==> src/rtl/fetch_pkg.sv <==
// Shared constants and FIFO entry type for the instruction fetch stage.
package fetch_pkg;

  localparam logic [31:0] DEFAULT_RESET_PC = 32'h0000_0000;
  localparam int unsigned DEFAULT_AW       = 30;
  localparam logic [1:0]  FIFO_DEPTH       = 2'd2;

  typedef struct packed {
    logic [31:0] pc;
    logic [31:0] inst;
  } fetch_entry_t;

endpackage

==> src/rtl/fetch_skid_fifo.sv <==
// Two-entry skid FIFO between the ROM capture point and decode.
// Head entry and valid are registered; a clear drops all entries at the next edge.
module fetch_skid_fifo
  import fetch_pkg::*;
(
  input  logic         clk,
  input  logic         rst_n,
  input  logic         clear,
  input  logic         push,
  input  fetch_entry_t push_data,
  input  logic         pop_ready,
  output logic         full,
  output logic         out_valid,
  output fetch_entry_t out_data
);

  logic [1:0]   count_r;
  logic [1:0]   count_nxt_s;
  logic         valid_r;
  logic         do_push_s;
  logic         do_pop_s;
  fetch_entry_t head_r;
  fetch_entry_t tail_r;
  fetch_entry_t head_nxt_s;
  fetch_entry_t tail_nxt_s;

  // Next occupancy and slot contents from the push/pop combination
  always_comb begin
    do_push_s   = push && (count_r != FIFO_DEPTH);
    do_pop_s    = pop_ready && valid_r;
    count_nxt_s = count_r;
    head_nxt_s  = head_r;
    tail_nxt_s  = tail_r;
    case ({do_push_s, do_pop_s})
      2'b10: begin
        count_nxt_s = count_r + 2'd1;
        if (count_r == 2'd0) begin
          head_nxt_s = push_data;
        end else begin
          tail_nxt_s = push_data;
        end
      end
      2'b01: begin
        count_nxt_s = count_r - 2'd1;
        if (count_r == FIFO_DEPTH) begin
          head_nxt_s = tail_r;
        end else begin
          head_nxt_s = head_r;
        end
      end
      // Simultaneous push and pop can only happen with one entry held
      2'b11: head_nxt_s = push_data;
      default: count_nxt_s = count_r;
    endcase
  end

  // Occupancy, valid flag and storage registers
  always_ff @(posedge clk or negedge rst_n) begin
    if (!rst_n) begin
      count_r <= 2'd0;
      valid_r <= 1'b0;
      head_r  <= '0;
      tail_r  <= '0;
    end else if (clear) begin
      count_r <= 2'd0;
      valid_r <= 1'b0;
    end else begin
      count_r <= count_nxt_s;
      valid_r <= (count_nxt_s != 2'd0);
      head_r  <= head_nxt_s;
      tail_r  <= tail_nxt_s;
    end
  end

  assign full      = (count_r == FIFO_DEPTH);
  assign out_valid = valid_r;
  assign out_data  = head_r;

endmodule

==> src/rtl/inst_fetch_unit.sv <==
// Fetch stage: owns the PC, addresses the synchronous ROM, applies delayed
// redirects and flushes, and queues PC/instruction pairs for decode.
module inst_fetch_unit
  import fetch_pkg::*;
#(
  parameter logic [31:0] RESET_PC = DEFAULT_RESET_PC,
  parameter int unsigned AW       = DEFAULT_AW
) (
  input  logic          clk,
  input  logic          rst_n,
  output logic [AW-1:0] imem_addr,
  input  logic [31:0]   imem_inst,
  input  logic          redirect_valid,
  input  logic [31:0]   redirect_target,
  input  logic          flush,
  input  logic [31:0]   flush_target,
  output logic          out_valid,
  input  logic          out_ready,
  output logic [31:0]   out_pc,
  output logic [31:0]   out_inst
);

  localparam logic [AW-1:0] RESET_WORD = RESET_PC[AW+1:2];
  localparam logic [AW-1:0] WORD_ONE   = {{(AW-1){1'b0}}, 1'b1};

  logic [AW-1:0] pc_f_r;
  logic [AW-1:0] rd_tgt_r;
  logic [AW-1:0] redir_tgt_s;
  logic [AW-1:0] addr_s;
  logic          f_valid_r;
  logic          rd_pend_r;
  logic          fifo_full_s;
  logic          accept_s;
  logic          redir_hit_s;
  logic          push_s;
  fetch_entry_t  push_data_s;
  fetch_entry_t  head_s;
  logic          unused_s;

  // Next ROM address; accept depends only on registered state so decode
  // backpressure never reaches the ROM address path.
  always_comb begin
    accept_s    = f_valid_r && !fifo_full_s;
    redir_hit_s = redirect_valid || rd_pend_r;
    redir_tgt_s = rd_tgt_r;
    addr_s      = pc_f_r;
    push_s      = accept_s && !flush;
    if (redirect_valid) begin
      redir_tgt_s = redirect_target[AW+1:2];
    end else begin
      redir_tgt_s = rd_tgt_r;
    end
    if (flush) begin
      addr_s = flush_target[AW+1:2];
    end else if (accept_s && redir_hit_s) begin
      addr_s = redir_tgt_s;
    end else if (accept_s) begin
      addr_s = pc_f_r + WORD_ONE;
    end else begin
      addr_s = pc_f_r;
    end
  end

  // PC of the presented word, ROM-valid flag and the pending redirect
  always_ff @(posedge clk or negedge rst_n) begin
    if (!rst_n) begin
      pc_f_r    <= RESET_WORD;
      f_valid_r <= 1'b0;
      rd_pend_r <= 1'b0;
      rd_tgt_r  <= '0;
    end else if (flush) begin
      pc_f_r    <= flush_target[AW+1:2];
      f_valid_r <= 1'b1;
      rd_pend_r <= 1'b0;
    end else begin
      f_valid_r <= 1'b1;
      if (accept_s) begin
        pc_f_r    <= addr_s;
        rd_pend_r <= 1'b0;
      end else if (redirect_valid) begin
        rd_pend_r <= 1'b1;
        rd_tgt_r  <= redirect_target[AW+1:2];
      end else begin
        rd_pend_r <= rd_pend_r;
      end
    end
  end

  assign push_data_s = {32'({pc_f_r, 2'b00}), imem_inst};
  assign unused_s    = ^{redirect_target[1:0], flush_target[1:0]};

  fetch_skid_fifo u_fifo (
    .clk       (clk),
    .rst_n     (rst_n),
    .clear     (flush),
    .push      (push_s),
    .push_data (push_data_s),
    .pop_ready (out_ready),
    .full      (fifo_full_s),
    .out_valid (out_valid),
    .out_data  (head_s)
  );

  assign imem_addr = addr_s;
  assign out_pc    = head_s.pc;
  assign out_inst  = head_s.inst;

endmodule

==> config.mk <==
export PLATFORM = sky130hd
export DESIGN_NAME = inst_fetch_unit
export DESIGN_NICKNAME = d
export VERILOG_FILES = /design/src/rtl/fetch_pkg.sv /design/src/rtl/fetch_skid_fifo.sv /design/src/rtl/inst_fetch_unit.sv
export SDC_FILE = /design/constraint.sdc
export NUM_CORES = 1
export LEC_CHECK = 0
export ABC_AREA = 1
export BUFFER_PORTS_ARGS = -buffer_cell sky130_fd_sc_hd__buf_2
export CORE_ASPECT_RATIO = 0.7
export CORE_MARGIN = 2
export CORE_UTILIZATION = 30
export DETAILED_ROUTE_END_ITERATION = 10
export PLACE_DENSITY_LB_ADDON = 0.05
export SETUP_SLACK_MARGIN = 0.3
export SYNTH_ARGS = -nofsm -noshare
export SYNTH_HDL_FRONTEND = slang
export SYNTH_SLANG_ARGS = --single-unit
export TNS_END_PERCENT = 10
==> constraint.sdc <==
create_clock -name clk -period 2.78 [get_ports clk]
set_clock_uncertainty 0.1 [all_clocks]
set_input_delay 0.556 -clock clk [delete_from_list [all_inputs] [get_ports clk]]
set_output_delay 0.556 -clock clk [all_outputs]
set_load 0.03 [all_outputs]
== Word-level counts from Yosys, hierarchy flattened ==
Cells that the tools add are included.
Word-level totals
  bits in registers: 191
  output and inout bits: 95
  input bits: 101
Operators by class
  add/subtract/negate cells: 3
  mux-type cells: 15
  reductions and logical operators: 16
  equal/unequal tests: 7
  bitwise logic cells: 3
Operators with widths (count)
  $pmux 64 s3: 1
  $mux 30: 6
  $mux 64: 2
  $add 30x1->30 const B: 1
  $eq 2x2->1 const B: 3
  $reduce_bool 3->1: 2
  $logic_and 1x1->1: 5
  $mux 1: 4
  $ne 2x2->1 const B: 2
  $pmux 2 s2: 1
  $reduce_and 4->1: 1
  $reduce_bool 2->1: 2
  $not 1->1: 3
  $reduce_and 3->1: 1
  $add 2x1->2 const B: 1
  $eq 2x1->1 const B: 1
  $logic_not 1->1: 2
  $logic_not 2->1: 1
  $mux 2: 1
  $ne 2x1->1 const B: 1
  $reduce_and 2->1: 1
  $sub 2x1->2 const B: 1
  $logic_or 1x1->1: 1

== Logic depth before layout (Yosys ltp) ==
  word-level depth: 9
  mapped depth: 13

== Cells and area by module ==
Synthesis repeated with hierarchy kept, for this count alone.
Unflattened totals
  cells, all modules: 1250
  area total of the unflattened synthesis: 9705.6 um^2
By module, submodules not included
  fetch_skid_fifo: times used 1, area each 5881.9 um^2, cells each 724, sequential area each 3278.1 um^2
  inst_fetch_unit: times used 1, area each 3823.7 um^2, cells each 526, sequential area each 1551.5 um^2

== Least setup slack after synthesis ==
Ideal clock, no wire load.
  path kind: reg-to-output
  start point: register pc_f_r[0]
  end point: output imem_addr[8]
  buffers on the path: 0
  data arrival time: 1.904 ns
  cell stages (with the launch flop): 10
  slack: 0.220 ns
  cells stage by stage: dfrtp_1 -> ha_1 -> inv_1 -> nor2_1 -> nand2_1 -> inv_2 -> nand2_1 -> xor2_1 -> nor2_1 -> o21ai_0
On the way
  cells in the longest elaborated chain, start to end: 4
RTL lines
  start, declared: line inst_fetch_unit.sv:26  | logic [AW-1:0] pc_f_r;
  start signal, assigned: line inst_fetch_unit.sv:72  | pc_f_r <= flush_target[AW+1:2];
  start signal, assigned: line inst_fetch_unit.sv:78  | pc_f_r <= addr_s;
  $add 30x1->30: line inst_fetch_unit.sv:58  | addr_s = pc_f_r + WORD_ONE;
  $mux 30: line inst_fetch_unit.sv:57  | end else if (accept_s) begin
  $mux 30: line inst_fetch_unit.sv:55  | end else if (accept_s && redir_hit_s) begin
  $mux 30: line inst_fetch_unit.sv:53  | if (flush) begin
  end, declared: line inst_fetch_unit.sv:11  | output logic [AW-1:0] imem_addr,
Every way passes these cells.

== Worst setup path after layout ==
  start point: register pc_f_r[0]
  end point: output imem_addr[21]
The elaborated chain is that of the path after synthesis.

==> impl_metrics.py <==
metrics = {
    "run_status": {
        "status": "finished, violations left",
        "violations": "negative setup slack",
    },
    "clock_tree": {
        "cts_tree": "built",
        "clock_sinks": 189,
        "numCtsBuffers": 17,
        "clock-root-buffer": "clkbuf_16",
        "cts_buffer_depth": 2,
        "worstSkewPairLatency_ps": 450,
        "htree_levels": 4,
        "clkTransAtPathRegs_ps": 70,
    },
    "logic_synthesis": {
        "synth_seq_cells": 189,
        "ys_types": 33,
        "synthXorXnorAreaFrac_pct": 0.458,
        "muxShareOfSynthArea_pct": 0.314,
        "synthAdderAreaFrac_pct": 0.523,
        "ys.warnings.count": 0,
        "synth-compound-area-share_pct": 16.6,
        "syn_area_per_cell_sq_um": 7.50,
        "synth-simple-area-share_pct": 22.1,
        "synth_area_sq_mm": 0.00956,
        "synthCells": 1275,
        "seq_area_frac_synth_pct": 49.5,
        "synth_top_family_by_area": "simple AND/OR/NAND/NOR gates",
    },
    "global_route": {
        "grt_overflow": 0,
        "grt_max_degree": 77,
        "groute.layer.met1.usage_pct": 25.4,
        "grt_pass1_vias": 7963,
        "grt_pass1_wl_um": 44100,
        "gr-max-usage-layer": "met1",
        "track_usage_pct": 17.1,
        "antenna_found_initial": 0,
        "use_met2_pct": 25.2,
        "met3_usage_pct": 2.65,
    },
    "timing": {
        "setup_ws_ps": -103,
        "clock.fmax_mhz": 347,
        "setup_viol": 20,
        "min_period_ps": 2880,
        "hold_viol_final": 0,
        "tightest_slew_ps": 586,
        "rsz0062_at_grt": "true",
        "relSlewSlack_pct": 61.0,
        "fin_crit_sh_pct": 104,
        "slew_violations": 0,
    },
    "routing": {
        "final_antenna_net_count": 0,
        "wl_per_cell_um": 14.7,
        "avgViaCountPerCell": 4.52,
        "drt-pass1-iter-count": 4,
        "drt_wl_total_um": 27700,
        "drc": 0,
        "drt-initial-drc-count": 572,
        "via_count": 8517,
    },
    "placed_design": {
        "dp_cells": 1844,
        "gp_congestion": 0.812,
        "dp_slack_ps": 139,
        "dp_hpwl_um": 19700,
        "portBuffers": 189,
    },
    "setup_path": {
        "crit_fanout": 6,
        "setup.worst_path.start_class": "flop",
        "r2r-end": "u_fifo.out_data[40]",
        "r2r_start": "u_fifo.count_r[0]",
        "r2r_slack_ps": 290,
        "critPathArrivalTime_ps": 2230,
        "worstPathRequired_ps": 2120,
        "reg2reg_depth": 10,
        "worstSetupEndpointType": "output pin",
        "path_class": "flop to output pin",
    },
    "floorplan": {
        "start_util_pct": 30.6,
        "die_w_um": 217,
        "core_area_sq_mm": 0.0313,
        "io_pins": 196,
        "dieArea_sq_mm": 0.0333,
        "rows": 54,
        "die-height_um": 153,
    },
    "pwr": {
        "powerDensity_mw_per_mm2": 892,
        "power.total_mw": 10.7,
        "leakagePower_nw": 5.90,
        "vdd_drop_max_mv": 0.435,
    },
    "final_layout": {
        "antennaDiodeCount": 0,
        "syn2layout_area_growth_pct": 25.6,
        "stdcell_count": 1886,
        "drive_gt1_share_pct": 21.6,
        "num-fill-cells": 3350,
        "fin_nets": 1558,
    },
    "job": {
        "maxCapViolCount": 0,
    },
    "min_path": {
        "holdPathStages": 3,
        "min_path_type": "primary input to flop",
        "hold_start": "flush_target[29]",
        "hold_end": "pc_f_r[27]",
    },
}
==> worst max path at each step <==
| stage | from | slack, ps | to | cells after the start |
|---|---|---|---|---|
| 2_1_floorplan | pc_f_r[0] | 230 | imem_addr[26] | 9 |
| 3_3_place_gp | pc_f_r[0] | 130 | imem_addr[26] | 11 |
| 3_5_place_dp | pc_f_r[0] | 140 | imem_addr[26] | 11 |
| 4_1_cts | pc_f_r[0] | -90 | imem_addr[20] | 12 |
| 5_1_grt | pc_f_r[17] | -210 | imem_addr[20] | 10 |
| 6_report | pc_f_r[0] | -100 | imem_addr[21] | 10 |
==> synth_stat cells <==
master / n / area [sq um]
o21ai_2: 1 / 8.76
ha_1: 4 / 50.1
mux2i_1: 3 / 30.0
o21bai_2: 2 / 22.5
nand3_2: 3 / 30.0
o211ai_1: 1 / 7.51
nor2_4: 4 / 45.0
nor3_1: 4 / 20.0
dfrtp_1: 189 / 4730
xor2_1: 5 / 43.8
nand2_2: 2 / 12.5
nand4_1: 9 / 56.3
inv_1: 170 / 638
buf_6: 8 / 90.1
a31oi_1: 3 / 18.8
buf_2: 22 / 110
nor3_2: 1 / 10.0
or2_2: 1 / 6.26
a22oi_1: 1 / 7.51
o21ai_0: 207 / 1040
clkbuf_1: 31 / 116
nand3_1: 31 / 155
nand2_1: 387 / 1450
a221oi_4: 1 / 26.3
nor2_1: 79 / 297
conb_1: 2 / 7.51
o21ai_1: 75 / 375
a21oi_4: 1 / 16.3
nor2_2: 5 / 31.3
a21oi_1: 14 / 70.1
inv_2: 4 / 15.0
buf_4: 2 / 15.0
buf_1: 3 / 11.3
==> registers in the layout, indices dropped and copies added, names as in the netlist <==
signal / flops
f_valid_r: 1
pc_f_r: 30
rd_pend_r: 1
rd_tgt_r: 30
u_fifo.count_r: 2
u_fifo.out_data: 62
u_fifo.out_valid: 1
u_fifo.tail_r: 62
==> area by class of cell <==
class	instances	area, sq um	share of cell area [%]
Clock inverter	11	164	1.36
Inverter	174	658	5.48
Sequential cell	189	4730	39.4
Tap cell	420	526	4.37
Clock buffer	21	470	3.92
Timing Repair Buffer	224	1420	11.8
Multi-Input combinational cell	847	4040	33.6
==> worst max-delay path, cell delays in order (launching register included) <==
cell and delay, ps:
dfrtp_1 390, inv_1 120, nor2_4 260, nand3_4 130, nor2_4 240, nand2_1 110, nand2_1 70, nand2_1 60
o21bai_2 160, nand2_1 70, buf_4 170
==> metal layers <==
layer  vias to the layer above  wire, um
met2                       131     12200
met5                         -         0
met3                        19       848
met4                         0       338
li1                       4368         -
met1                      3999     14300
==> per-stage QoR <==
step	setup TNS, ps	util [%]	hold slack [ps]	cell area, sq um
5_1_grt	-4270	38.4	224	12000
2_1_floorplan	0	-	160	9570
3_3_place_gp	0	35.2	367	11000
3_5_place_dp	0	35.2	373	11000
4_1_cts	-1220	38.1	204	11900
6_report	-860	38.4	238	12000
==> logic make-up after synthesis <==
family,Yosys count
flip-flops,189
other,2
adder cells (fa/ha/maj),4
buffers and inverters,240
multiplexers,3
AND/OR/NAND/NOR,526
XOR/XNOR,5
AO/OA/AOI/OAI,306
==> layout by cell type (no fill, tap or decap), drive strengths merged, types with 5 or more instances in the layout <==
cell type,instances
clkbuf,24
nand3,34
a21oi,15
xor2,5
dfrtp,189
nand2,389
inv,174
nor3,5
nand4,9
o21ai,283
buf,220
clkinv,5
nor2,88
==> where the power goes <==
part | switching, mW | total (mW) | internal, mW | leakage [nW]
clock | 1.10 | 2.68 | 1.57 | 0.309
sequential | 0.562 | 4.35 | 3.78 | 2.36
combinational | 2.52 | 3.69 | 1.17 | 3.23
total | 4.18 | 10.7 | 6.53 | 5.90
==> timing repair <==
| action | CTS | global route |
|---|---|---|
| gates resized for setup | 72 | 24 |
| hold buffers | 1 | 0 |
| setup endpoints to repair | 37 | 72 |
| buffers inserted | 7 | 2 |
| pin swaps | 18 | 9 |
| endpoints found under the hold margin | 29 | 0 |
Power figures use the tool's default switching activity.
